$ cat src/rtl/class_decision_voter.sv
// Majority voter over WINDOW consecutive class codes with a valid/ready decision output.
// Optional macro VOTER_MIN_CONF_EN: winners below MIN_CONF votes are reported as no-class (11).
module class_decision_voter #(
    parameter int WINDOW   = 8,
    parameter int MIN_CONF = 5,
    parameter int CLASS_W  = 2,
    localparam int CNT_W   = $clog2(WINDOW + 1)
) (
    input  logic               clk,
    input  logic               rst,
    input  logic               class_valid,
    input  logic [CLASS_W-1:0] class_code,
    input  logic               out_ready,
    output logic               out_valid,
    output logic [CLASS_W-1:0] out_class,
    output logic [CNT_W-1:0]   out_conf,
    output logic               overrun
);

    localparam int NUM_CLASSES = 3;

`ifdef VOTER_MIN_CONF_EN
    localparam int CONF_FLOOR = MIN_CONF;
`else
    localparam int CONF_FLOOR = (MIN_CONF < 0) ? MIN_CONF : 0;
`endif

    typedef enum logic [1:0] {
        COLLECT = 2'd0,
        DECIDE  = 2'd1,
        EMIT    = 2'd2
    } state_t;

    state_t             state;
    logic [CNT_W-1:0]   sample_cnt;
    logic [CNT_W-1:0]   count [NUM_CLASSES];
    logic [CLASS_W-1:0] win_class;
    logic [CNT_W-1:0]   win_cnt;
    logic [CLASS_W-1:0] dec_class;

    // Strictly-greater scan from code 0 upward keeps ties on the lowest code;
    // an empty tally leaves the no-class code with a zero count.
    always_comb begin
        win_class = '1;
        win_cnt   = '0;
        for (int i = 0; i < NUM_CLASSES; i++) begin
            if (count[i] > win_cnt) begin
                win_cnt   = count[i];
                win_class = CLASS_W'(i);
            end
        end
    end

    always_comb begin
        dec_class = win_class;
        if (int'(win_cnt) < CONF_FLOOR) begin
            dec_class = '1;
        end
    end

    // Handshake: a decision is transferred on a rising clk edge where out_valid
    // and out_ready are both 1; out_valid/out_class/out_conf are held until then,
    // and out_ready is ignored while out_valid is 0.
    always_ff @(posedge clk) begin
        if (rst) begin
            state      <= COLLECT;
            sample_cnt <= '0;
            count      <= '{default: '0};
            out_valid  <= 1'b0;
            out_class  <= '0;
            out_conf   <= '0;
            overrun    <= 1'b0;
        end else begin
            case (state)
                COLLECT: begin
                    if (class_valid) begin
                        sample_cnt <= sample_cnt + CNT_W'(1);
                        for (int i = 0; i < NUM_CLASSES; i++) begin
                            if (class_code == CLASS_W'(i)) begin
                                count[i] <= count[i] + CNT_W'(1);
                            end
                        end
                        if (sample_cnt == CNT_W'(WINDOW - 1)) begin
                            state <= DECIDE;
                        end
                    end
                end
                DECIDE: begin
                    if (class_valid) begin
                        overrun <= 1'b1;
                    end
                    out_class <= dec_class;
                    out_conf  <= win_cnt;
                    out_valid <= 1'b1;
                    state     <= EMIT;
                end
                EMIT: begin
                    // Samples arriving here, including on the handshake edge, are lost.
                    if (class_valid) begin
                        overrun <= 1'b1;
                    end
                    if (out_ready) begin
                        out_valid  <= 1'b0;
                        sample_cnt <= '0;
                        count      <= '{default: '0};
                        state      <= COLLECT;
                    end
                end
                default: begin
                    state <= COLLECT;
                end
            endcase
        end
    end

endmodule
$ cat config.mk
export PLATFORM = sky130hd
export DESIGN_NAME = class_decision_voter
export DESIGN_NICKNAME = d
export VERILOG_FILES = /design/src/rtl/class_decision_voter.sv
export SDC_FILE = /design/constraint.sdc
export NUM_CORES = 1
export LEC_CHECK = 0
export CAP_MARGIN = 20
export CELL_PAD_IN_SITES_DETAIL_PLACEMENT = 2
export CELL_PAD_IN_SITES_GLOBAL_PLACEMENT = 2
export CORE_UTILIZATION = 34
export DETAILED_ROUTE_END_ITERATION = 16
export PLACE_DENSITY_LB_ADDON = 0.2
export RECOVER_POWER = 100
export SYNTH_ARGS = -nofsm -noshare
export SYNTH_HDL_FRONTEND = slang
export SYNTH_SLANG_ARGS = --single-unit
$ cat constraint.sdc
create_clock -name clk -period 4.67 [get_ports clk]
set_clock_uncertainty 0.15 [all_clocks]
set_input_delay 0.934 -clock clk [delete_from_list [all_inputs] [get_ports clk]]
set_output_delay 0.934 -clock clk [all_outputs]
set_load 0.005 [all_outputs]
==> Yosys cells after proc, flatten, opt, wreduce, memory -nomap -nowiden <==
Cells that the tools add are included.
{ "word_totals": {"regBits": 26, "in_bits": 6, "output_inout_bits": 8, "elab_cells": 60} }
{ "classes": {"n_addsub": 4, "n_lt_le_gt_ge": 3, "eq_ne": 11, "n_mux": 21, "n_reduce_logical": 12} }
{ "op_table": {"columns": ["cell", "n"], "rows": [
  ["$mux 4", 8],
  ["$mux 12", 2],
  ["$pmux 12 s2", 1],
  ["$add 4x1->4 const B", 4],
  ["$mux 2", 6],
  ["$ne 2x2->1 const B", 6],
  ["$reduce_and 4->1", 3],
  ["$gt 4x4->1", 2],
  ["$pmux 4 s2", 1],
  ["$pmux 2 s3", 1],
  ["$reduce_and 3->1", 2],
  ["$eq 2x1->1 const B", 2],
  ["$eq 2x2->1 const B", 2],
  ["$eq 4x3->1 const B", 1],
  ["$gt 4x1->1 const B", 1],
  ["$logic_not 2->1", 2],
  ["$reduce_and 2->1", 2],
  ["$reduce_bool 2->1", 2],
  ["$pmux 1 s2", 1],
  ["$reduce_or 2->1", 1],
  ["$mux 1", 1]
]} }

==> Logic depth before layout (Yosys ltp) <==
Gate-level depths: netlist of run 1.
{ "depth": {"word_depth": 6, "mapped_depth": 15, "depth_no_buf": 15} }

==> Worst setup path before layout of run 1 <==
OpenSTA, ideal clock, no wires.
{ "synth_timing": {"kind": "reg-to-reg", "startpoint": "register count[8] (netlist name)", "endpoint": "register out_conf[1]", "setup_time_ns": 0.083, "arrival_ns": 3.194, "t_required_ns": 4.437, "setup_slack_ns": 1.243, "stages_incl_launch_ff": 16, "path_buffers": 0, "period_less_slack_ns": 3.427, "cell_sequence": "dfxtp_1 inv_1 ha_1 nand3_1 nand2_1 ha_1 nor2b_1 o211ai_1 a21oi_4 mux2_2 ha_1 nor2b_1 o21ai_0 a21oi_1 or3b_1 o221ai_1"} }
{ "synth_between": {"elab_chain_cells": 6} }
{ "synth_rtl": {"columns": ["element", "line_no", "text"], "rows": [
  ["start, declared", "36", "logic [CNT_W-1:0] count [NUM_CLASSES];"],
  ["start signal, assigned by index", "80", "count[i] <= count[i] + CNT_W'(1);"],
  ["$gt 4x1->1", "47", "if (count[i] > win_cnt) begin"],
  ["$mux 4 *", "47", null],
  ["$gt 4x4->1", "47", null],
  ["$mux 4 *", "47", null],
  ["$gt 4x4->1", "47", null],
  ["$mux 4 *", "47", null],
  ["end signal, assigned", "93", "out_conf <= win_cnt;"],
  ["end, declared", "16", "output logic [CNT_W-1:0] out_conf,"]
]} }
Mark *: on every way between the ends. The rest lies on a longest branch, timed or not.
A chain may end at the register's enable or synchronous reset.

==> Worst setup path in the final report of run 1 <==
{ "layout_timing": {"startpoint": "register count[8] (netlist name)", "endpoint": "register out_conf[0]"} }
The elaborated chain is that of the path after synthesis.

==> flow_metrics.env, run 1 <==
export IMPL_synth_cells=192
export IMPL_synth_largest_area_cell="dfxtp_1"
export IMPL_io_pins=14
export IMPL_cts_sinks=26
export IMPL_cts_tree="yes"
export IMPL_fin_cells=255
export IMPL_worst_slew_pin_slew_ns=1.21
export IMPL_grt_max_degree=27
export IMPL_cts_max_path_buffers=2
export IMPL_yosysSeqAreaShare=0.322
export IMPL_setup_violations=0
export IMPL_cts_resized=0
export IMPL_dp_cells=251
export IMPL_pwr_share_clk=0.413
export IMPL_grt_pass1_vias=1677
export IMPL_drtPass1Iterations=12
export IMPL_antenna_found_initial=0
export IMPL_postRouteAntennaNets=0
export IMPL_hpwlAfterDp_um=3640
export IMPL_rsz0062_at_grt="no"
export IMPL_pwr_share_comb=0.107
export IMPL_root_buffer="clkbuf_8"
export IMPL_required_ns=4.71
export IMPL_power_per_cell_area_nw_per_um2=260
export IMPL_timing_worst_setup_path_type="reg2reg"
export IMPL_ys_ff_latch=26
export IMPL_dieWidth_um=70.9
export IMPL_num_antenna_cells=0
export IMPL_finalCritPeriodShare=0.846
export IMPL_hold_class="reg2reg"
export IMPL_area_sequential_um2=520
export IMPL_num_vias=1486
export IMPL_drc=2
export IMPL_grt_pass1_wl_um=8100
export IMPL_violations="design-rule violations"
export IMPL_ys_warn_count=0
export IMPL_post_cts_setup_buffer_count=0
export IMPL_fmax_mhz=253
export IMPL_crit_slowest_cell="dfxtp_1"
export IMPL_seqPwrFrac=0.481
export IMPL_cp_cell_sequence="inv_1, ha_1, nand3_1, nand2_1, ha_1, nor2b_1, o211ai_1, a21oi_4, mux2_1, ha_1, nor2b_1, o21ai_0, a21oi_1, nor3b_1, a221o_1"
export IMPL_ys_types=42
export IMPL_ir_worst_vdd_mv=0.106
export IMPL_syn_nets=214
export IMPL_syn_to_final_growth_pct=13.8
export IMPL_cts_hold_buf=0
export IMPL_numPortBuffers=13
export IMPL_arrival_ns=3.99
export IMPL_cp_num_buf_inv=1
export IMPL_drive_gt1_frac=0.0493
export IMPL_nets=226
export IMPL_cts_made_buffers=3
export IMPL_worstPathMaxFanout=7
export IMPL_fp_dieArea_um2=5030
export IMPL_multi_input_area_um2=993
export IMPL_fillers=532
export IMPL_final_min_clock_period_ns=3.95
export IMPL_slew_headroom=0.189
export IMPL_slowest_delay_ns=0.46
export IMPL_syn_area_um2=1610
export IMPL_power_switching_mw=0.117
export IMPL_outcome="complete, but fails checks"
export IMPL_worstSkewPairLatency_ns=0.29
export IMPL_synth_area_per_cell_um2=8.41
export IMPL_yosysTopAreaCellShare=0.322
export IMPL_start_kind="flop"
export IMPL_netlist_top_cells_area="dfxtp_1, ha_1, nor2_1, inv_1, a21oi_1"
export IMPL_slew_violations=0
export IMPL_drt_iter0_drc=56
export IMPL_cp_end_kind="flop"
export IMPL_core_um2=4440
export IMPL_fin_util=0.413
export IMPL_clk_pin_slew_ns=0.11
export IMPL_routed_wirelength_um=4670
export IMPL_crit_family="compound AO/OA/AOI/OAI gates"
export IMPL_fin_tns_setup_ns=0
export IMPL_place_ws_ns=0.722
export IMPL_path_common_cell="ha_1"
export IMPL_routedWlPerCell_um=18.3
export IMPL_place_congestion=0.798
export IMPL_dieHeight_um=70.9
export IMPL_cellLeakagePower_nw=0.678
export IMPL_globalRouteOverflowTotal=0
export IMPL_initial_core_util=0.363
export IMPL_drv_cap=0
export IMPL_dpl_cell_area_um2=1780
export IMPL_finalHoldViolations=0
export IMPL_vias_per_cell=5.83
export IMPL_p_sw_frac=0.245
export IMPL_htree_levels=1
export IMPL_p_int_mw=0.360
export IMPL_layout_setup_ws_ns=0.718
export IMPL_rows=24
export IMPL_grtUsageTotal=0.205
export IMPL_final_area_um2=1840
==> final timing paths <==
check | start | end | slack (ns) | depth (start not counted)
setup / recovery | count[8] | out_conf[0] | 0.72 | 15
hold reg to reg | out_class[0] | out_class[0] | 0.33 | 2
setup reg to reg | count[8] | out_conf[0] | 0.72 | 15
hold / removal | out_class[0] | out_class[0] | 0.33 | 2
==> stage by stage <==
step                      total power, mW  hold slack, ns
after floorplan                     0.269           0.308
after global placement              0.283           0.298
after detailed placement            0.287           0.322
after CTS                           0.485           0.338
after global routing                0.494           0.357
final                               0.477           0.332
==> cell usage after synthesis <==
library cell  count
a41oi_1           3
buf_1             1
a22oi_1           1
o211ai_1          1
a21oi_1          10
nor4b_1           1
o221ai_1          3
a221o_1           1
a211oi_1          1
a31oi_1           5
nor2_1           30
and3_1            1
mux2i_1           3
nor3_1            3
o21ba_2           1
nand4_1           5
buf_4             1
and4_1            1
a21oi_4           2
nand3_1           5
o21ai_0          10
mux2i_4           1
nand3b_1          2
nand4b_1          4
mux2_2            1
dfxtp_1          26
clkbuf_1          3
o21bai_2          1
a21oi_2           2
xor2_1            2
inv_1            14
nand2_1           6
o31ai_1           6
nand2b_1          4
nor2_2            1
or3b_1            2
nor2b_1           5
nor3b_1           2
ha_1             16
o32ai_1           1
o21ai_1           2
buf_2             2
==> tightest hold or removal path, delay by kind of cell, from the launching register on <==
kind            cells  cell delay (ns)
flops               1             0.32
buf+inv             1             0.04
compound gates      1             0.07
==> sequential cells by signal (all words and copies together) (netlist names) <==
name,cells
overrun,1
state,2
out_valid,1
sample_cnt,4
out_conf,4
out_class,2
count,12
==> per-layer routing <==
| layer | track usage | share of wire | vias to the layer above |
|---|---|---|---|
| met5 | 0 | 0 | - |
| met3 | 0.0256 | 0.020 | 6 |
| met1 | 0.245 | 0.44 | 747 |
| li1 | - | - | 715 |
| met4 | 0.0689 | 0.015 | 0 |
| met2 | 0.378 | 0.53 | 18 |
==> layout by cell type (no fill, tap or decap), drive strengths merged, types with 2 or more instances in the layout <==
cell	Yosys	final
nand3b	2	2
nand4	5	5
nor2	31	31
xor2	2	2
o21ai	12	12
nand4b	4	4
nand2	6	6
nor3b	2	2
nor2b	5	5
ha	16	16
or3b	2	2
nand3	5	5
inv	14	14
mux2i	4	4
o31ai	6	6
clkdlybuf4s50	0	3
a21oi	14	14
nand2b	4	4
dlygate4sd3	0	10
nor3	3	3
dfxtp	26	26
o221ai	3	3
clkbuf	3	4
a31oi	5	5
a41oi	3	3
==> power by group through the flow <==
stage          Sequential (mW)  Clock [mW]  Combinational (mW)
5_1_grt                  0.230       0.208              0.0561
3_5_place_dp             0.235           0              0.0524
2_1_floorplan            0.233           0              0.0355
3_3_place_gp             0.234           0              0.0487
6_report                 0.229       0.197              0.0508
4_1_cts                  0.229       0.202              0.0530
==> final cells by class <==
| class | count | area share |
|---|---|---|
| Inverter | 14 | 0.0286 |
| Sequential cell | 26 | 0.283 |
| Clock buffer | 3 | 0.0225 |
| Clock inverter | 1 | 0.0163 |
| Multi-Input combinational cell | 145 | 0.541 |
| Tap cell | 52 | 0.0354 |
| Timing Repair Buffer | 14 | 0.0729 |
==> kinds of logic (layout without fill, tap and decap cells) <==
logic type,Yosys count,count (layout),synth area share
simple gates,72,72,0.233
compound gates,50,50,0.218
flops,26,26,0.322
buf+inv,21,32,0.0527
fa+ha+maj,16,16,0.124
mux,5,5,0.0395
xor+xnor,2,2,0.0109
(Power assumes the default switching activity.)
==> run 2: changes to the inputs <==
--- a/config.mk
+++ b/config.mk
@@ -8,7 +8,7 @@
 export CAP_MARGIN = 20
 export CELL_PAD_IN_SITES_DETAIL_PLACEMENT = 2
 export CELL_PAD_IN_SITES_GLOBAL_PLACEMENT = 2
-export CORE_UTILIZATION = 34
+export CORE_UTILIZATION = 31
 export DETAILED_ROUTE_END_ITERATION = 16
 export PLACE_DENSITY_LB_ADDON = 0.2
 export RECOVER_POWER = 100
==> constraint.sdc (replaced) <==
create_clock -name clk -period 3.3 [get_ports clk]
set_clock_uncertainty 0.15 [all_clocks]
set_input_delay 0.66 -clock clk [delete_from_list [all_inputs] [get_ports clk]]
set_output_delay 0.66 -clock clk [all_outputs]
set_load 0.005 [all_outputs]
==> run 2 against run 1 <==
Compared with the run above:
- largest power group unchanged
- worst setup slack worse by 0.81 ns
- register-to-register slack worse by 0.81 ns
- critical path type unchanged
- hold slack better by 0.013 ns
- clock power up 9%
- design area up 17%
- total power up 34%
- critical endpoint unchanged
- the flow finishes with violations (negative setup slack)
==> flow_metrics.env, run 2 (synthesized netlist as in run 1, its figures left out) <==
export IMPL_fin_cells=288
export IMPL_slowest_delay_ns=0.35
export IMPL_outcome="complete, but fails checks"
export IMPL_cp_cell_sequence="inv_2, ha_4, nand3_2, nand2_2, ha_4, nor2b_4, o211ai_1, a21oi_4, buf_6, mux2i_4, ha_2, nand4_1, o21ai_1, a21oi_2, nor3b_1, a221o_1"
export IMPL_crit_slowest_cell="dfxtp_2"
export IMPL_rsz0062_at_grt="yes"
export IMPL_finalCritPeriodShare=1.03
export IMPL_ir_worst_vdd_mv=0.125
export IMPL_worstSkewPairLatency_ns=0.28
export IMPL_whs_ns=0.345
export IMPL_finalHoldViolations=0
export IMPL_cts_tree="yes"
export IMPL_final_common_cell="nor2_1"
export IMPL_postRouteAntennaNets=0
export IMPL_setup_violations=6
export IMPL_path_depth=16
export IMPL_cp_num_buf_inv=2
export IMPL_worstPathMaxFanout=4
export IMPL_core_um2=4880
export IMPL_pwr_share_clk=0.336
export IMPL_ff2ff_path_depth=16
export IMPL_drive_gt1_frac=0.249
export IMPL_largest_register="count"
export IMPL_min_delay_start="out_class[1]"
export IMPL_rrSetupSlack_ns=-0.09
export IMPL_slew_violations=0
export IMPL_dieHeight_um=74.2
export IMPL_grt_pass1_wl_um=8030
export IMPL_hold_class="reg2reg"
export IMPL_hpwlAfterDp_um=3590
export IMPL_r2r_end="out_conf[0]"
export IMPL_drc=0
export IMPL_io_pins=14
export IMPL_num_vias=1527
export IMPL_worst_slew_pin_slew_ns=0.623
export IMPL_fin_util=0.441
export IMPL_p_int_mw=0.472
export IMPL_nets=244
export IMPL_timing_worst_setup_path_type="reg2reg"
export IMPL_initial_core_util=0.331
export IMPL_numPortBuffers=13
export IMPL_whs_path_depth=2
export IMPL_syn_to_final_growth_pct=33.3
export IMPL_drt_iter0_drc=17
export IMPL_power_switching_mw=0.169
export IMPL_grtUsageTotal=0.194
export IMPL_final_min_clock_period_ns=3.39
export IMPL_r2r_start="count[8]"
export IMPL_largest_reg_flops=12
export IMPL_place_ws_ns=-0.211
export IMPL_routedWlPerCell_um=17.8
export IMPL_grt_max_degree=27
export IMPL_antenna_found_initial=0
export IMPL_endpoint="out_conf[0]"
export IMPL_root_buffer="clkbuf_8"
export IMPL_path_common_cell="ha_4"
export IMPL_vias_per_cell=5.30
export IMPL_drv_cap=0
export IMPL_globalRouteOverflowTotal=0
export IMPL_most_common_layout_cells="nor2_1, dfxtp_1, buf_4, clkdlybuf4s50_1, inv_1"
export IMPL_required_ns=3.33
export IMPL_violations="negative setup slack"
export IMPL_critPathLaunch="count[8]"
export IMPL_arrival_ns=3.42
export IMPL_p_sw_frac=0.263
export IMPL_grt_pass1_vias=1623
export IMPL_place_congestion=0.758
export IMPL_clk_pin_slew_ns=0.10
export IMPL_cp_end_kind="flop"
export IMPL_cts_max_path_buffers=2
export IMPL_start_kind="flop"
export IMPL_drtPass1Iterations=4
export IMPL_dieWidth_um=74.2
export IMPL_seqPwrFrac=0.506
export IMPL_fmax_mhz=295
export IMPL_crit_family="compound AO/OA/AOI/OAI gates"
export IMPL_htree_levels=1
export IMPL_layout_setup_ws_ns=-0.0896
export IMPL_rows=25
export IMPL_slew_headroom=0.584
export IMPL_fp_dieArea_um2=5500
export IMPL_pwr_share_comb=0.158
export IMPL_num_antenna_cells=0
export IMPL_routed_wirelength_um=5140
export IMPL_power_per_cell_area_nw_per_um2=298
export IMPL_dp_cells=273
export IMPL_cts_made_buffers=3
export IMPL_cellLeakagePower_nw=0.791
export IMPL_cts_sinks=26
export IMPL_cts_hold_buf=0
export IMPL_reg_top3="count (12), out_conf (4), sample_cnt (4)"
-- run 2: how the worst min path moves through the flow --
stage                        end  slack [ns]
global placement         overrun        0.30
global route        out_class[1]        0.38
CTS                 out_class[1]        0.35
finish              out_class[1]        0.35
floorplan              count[11]        0.31
detailed placement  out_class[1]        0.34
-- run 2: final cells by class --
cell class | instances | area (µm²)
Tap cell | 67 | 83.8
Clock buffer | 4 | 55.1
Multi-Input combinational cell | 145 | 1160
Timing Repair Buffer | 32 | 277
Inverter | 14 | 52.6
Fill cell | 548 | 2730
Sequential cell | 26 | 523
-- run 2: power groups by stage --
stage | combinational (mW) | sequential [mW] | clock (mW)
after detailed placement | 0.0831 | 0.331 | 0
after global placement | 0.0777 | 0.330 | 0
after global routing | 0.111 | 0.325 | 0.230
after CTS | 0.0938 | 0.324 | 0.219
after floorplan | 0.0521 | 0.330 | 0
final | 0.101 | 0.324 | 0.215
-- run 2: what timing repair did --
item                                    in CTS  in global routing
gates cloned                                 0                  0
gates resized for setup                     19                  7
endpoints found under the setup margin       6                  6
setup buffers                                5                  6
endpoints found under the hold margin        0                  0
pin swaps                                   10                 10
-- run 2: layer usage --
| layer | share of wire | track usage | wire length, µm | up-vias |
|---|---|---|---|---|
| met1 | 0.43 | 0.224 | 2190 | 747 |
| met2 | 0.54 | 0.371 | 2780 | 17 |
| met3 | 0.016 | 0.0217 | 82 | 8 |
| met5 | 0 | 0 | 0 | - |
| met4 | 0.015 | 0.0641 | 76 | 0 |
| li1 | - | - | - | 755 |
-- run 2: worst register-to-register path, stage by stage, from the launching register on --
cell and delay (ns):
dfxtp_2 0.35, inv_2 0.05, ha_4 0.15, nand3_2 0.08, nand2_2 0.08, ha_4 0.28, nor2b_4 0.13, o211ai_1 0.14
a21oi_4 0.28, buf_6 0.17, mux2i_4 0.24, ha_2 0.30, nand4_1 0.07, o21ai_1 0.10, a21oi_2 0.25, nor3b_1 0.10
a221o_1 0.35
-- run 2: stage by stage --
stage,TNS [ns],total power [mW],instance area (µm²)
3_3_place_gp,0,0.408,1870
3_5_place_dp,-1.11,0.414,1870
4_1_cts,-0.00830,0.636,2080
2_1_floorplan,0,0.382,1630
5_1_grt,-1.18,0.666,2150
6_report,-0.306,0.641,2150
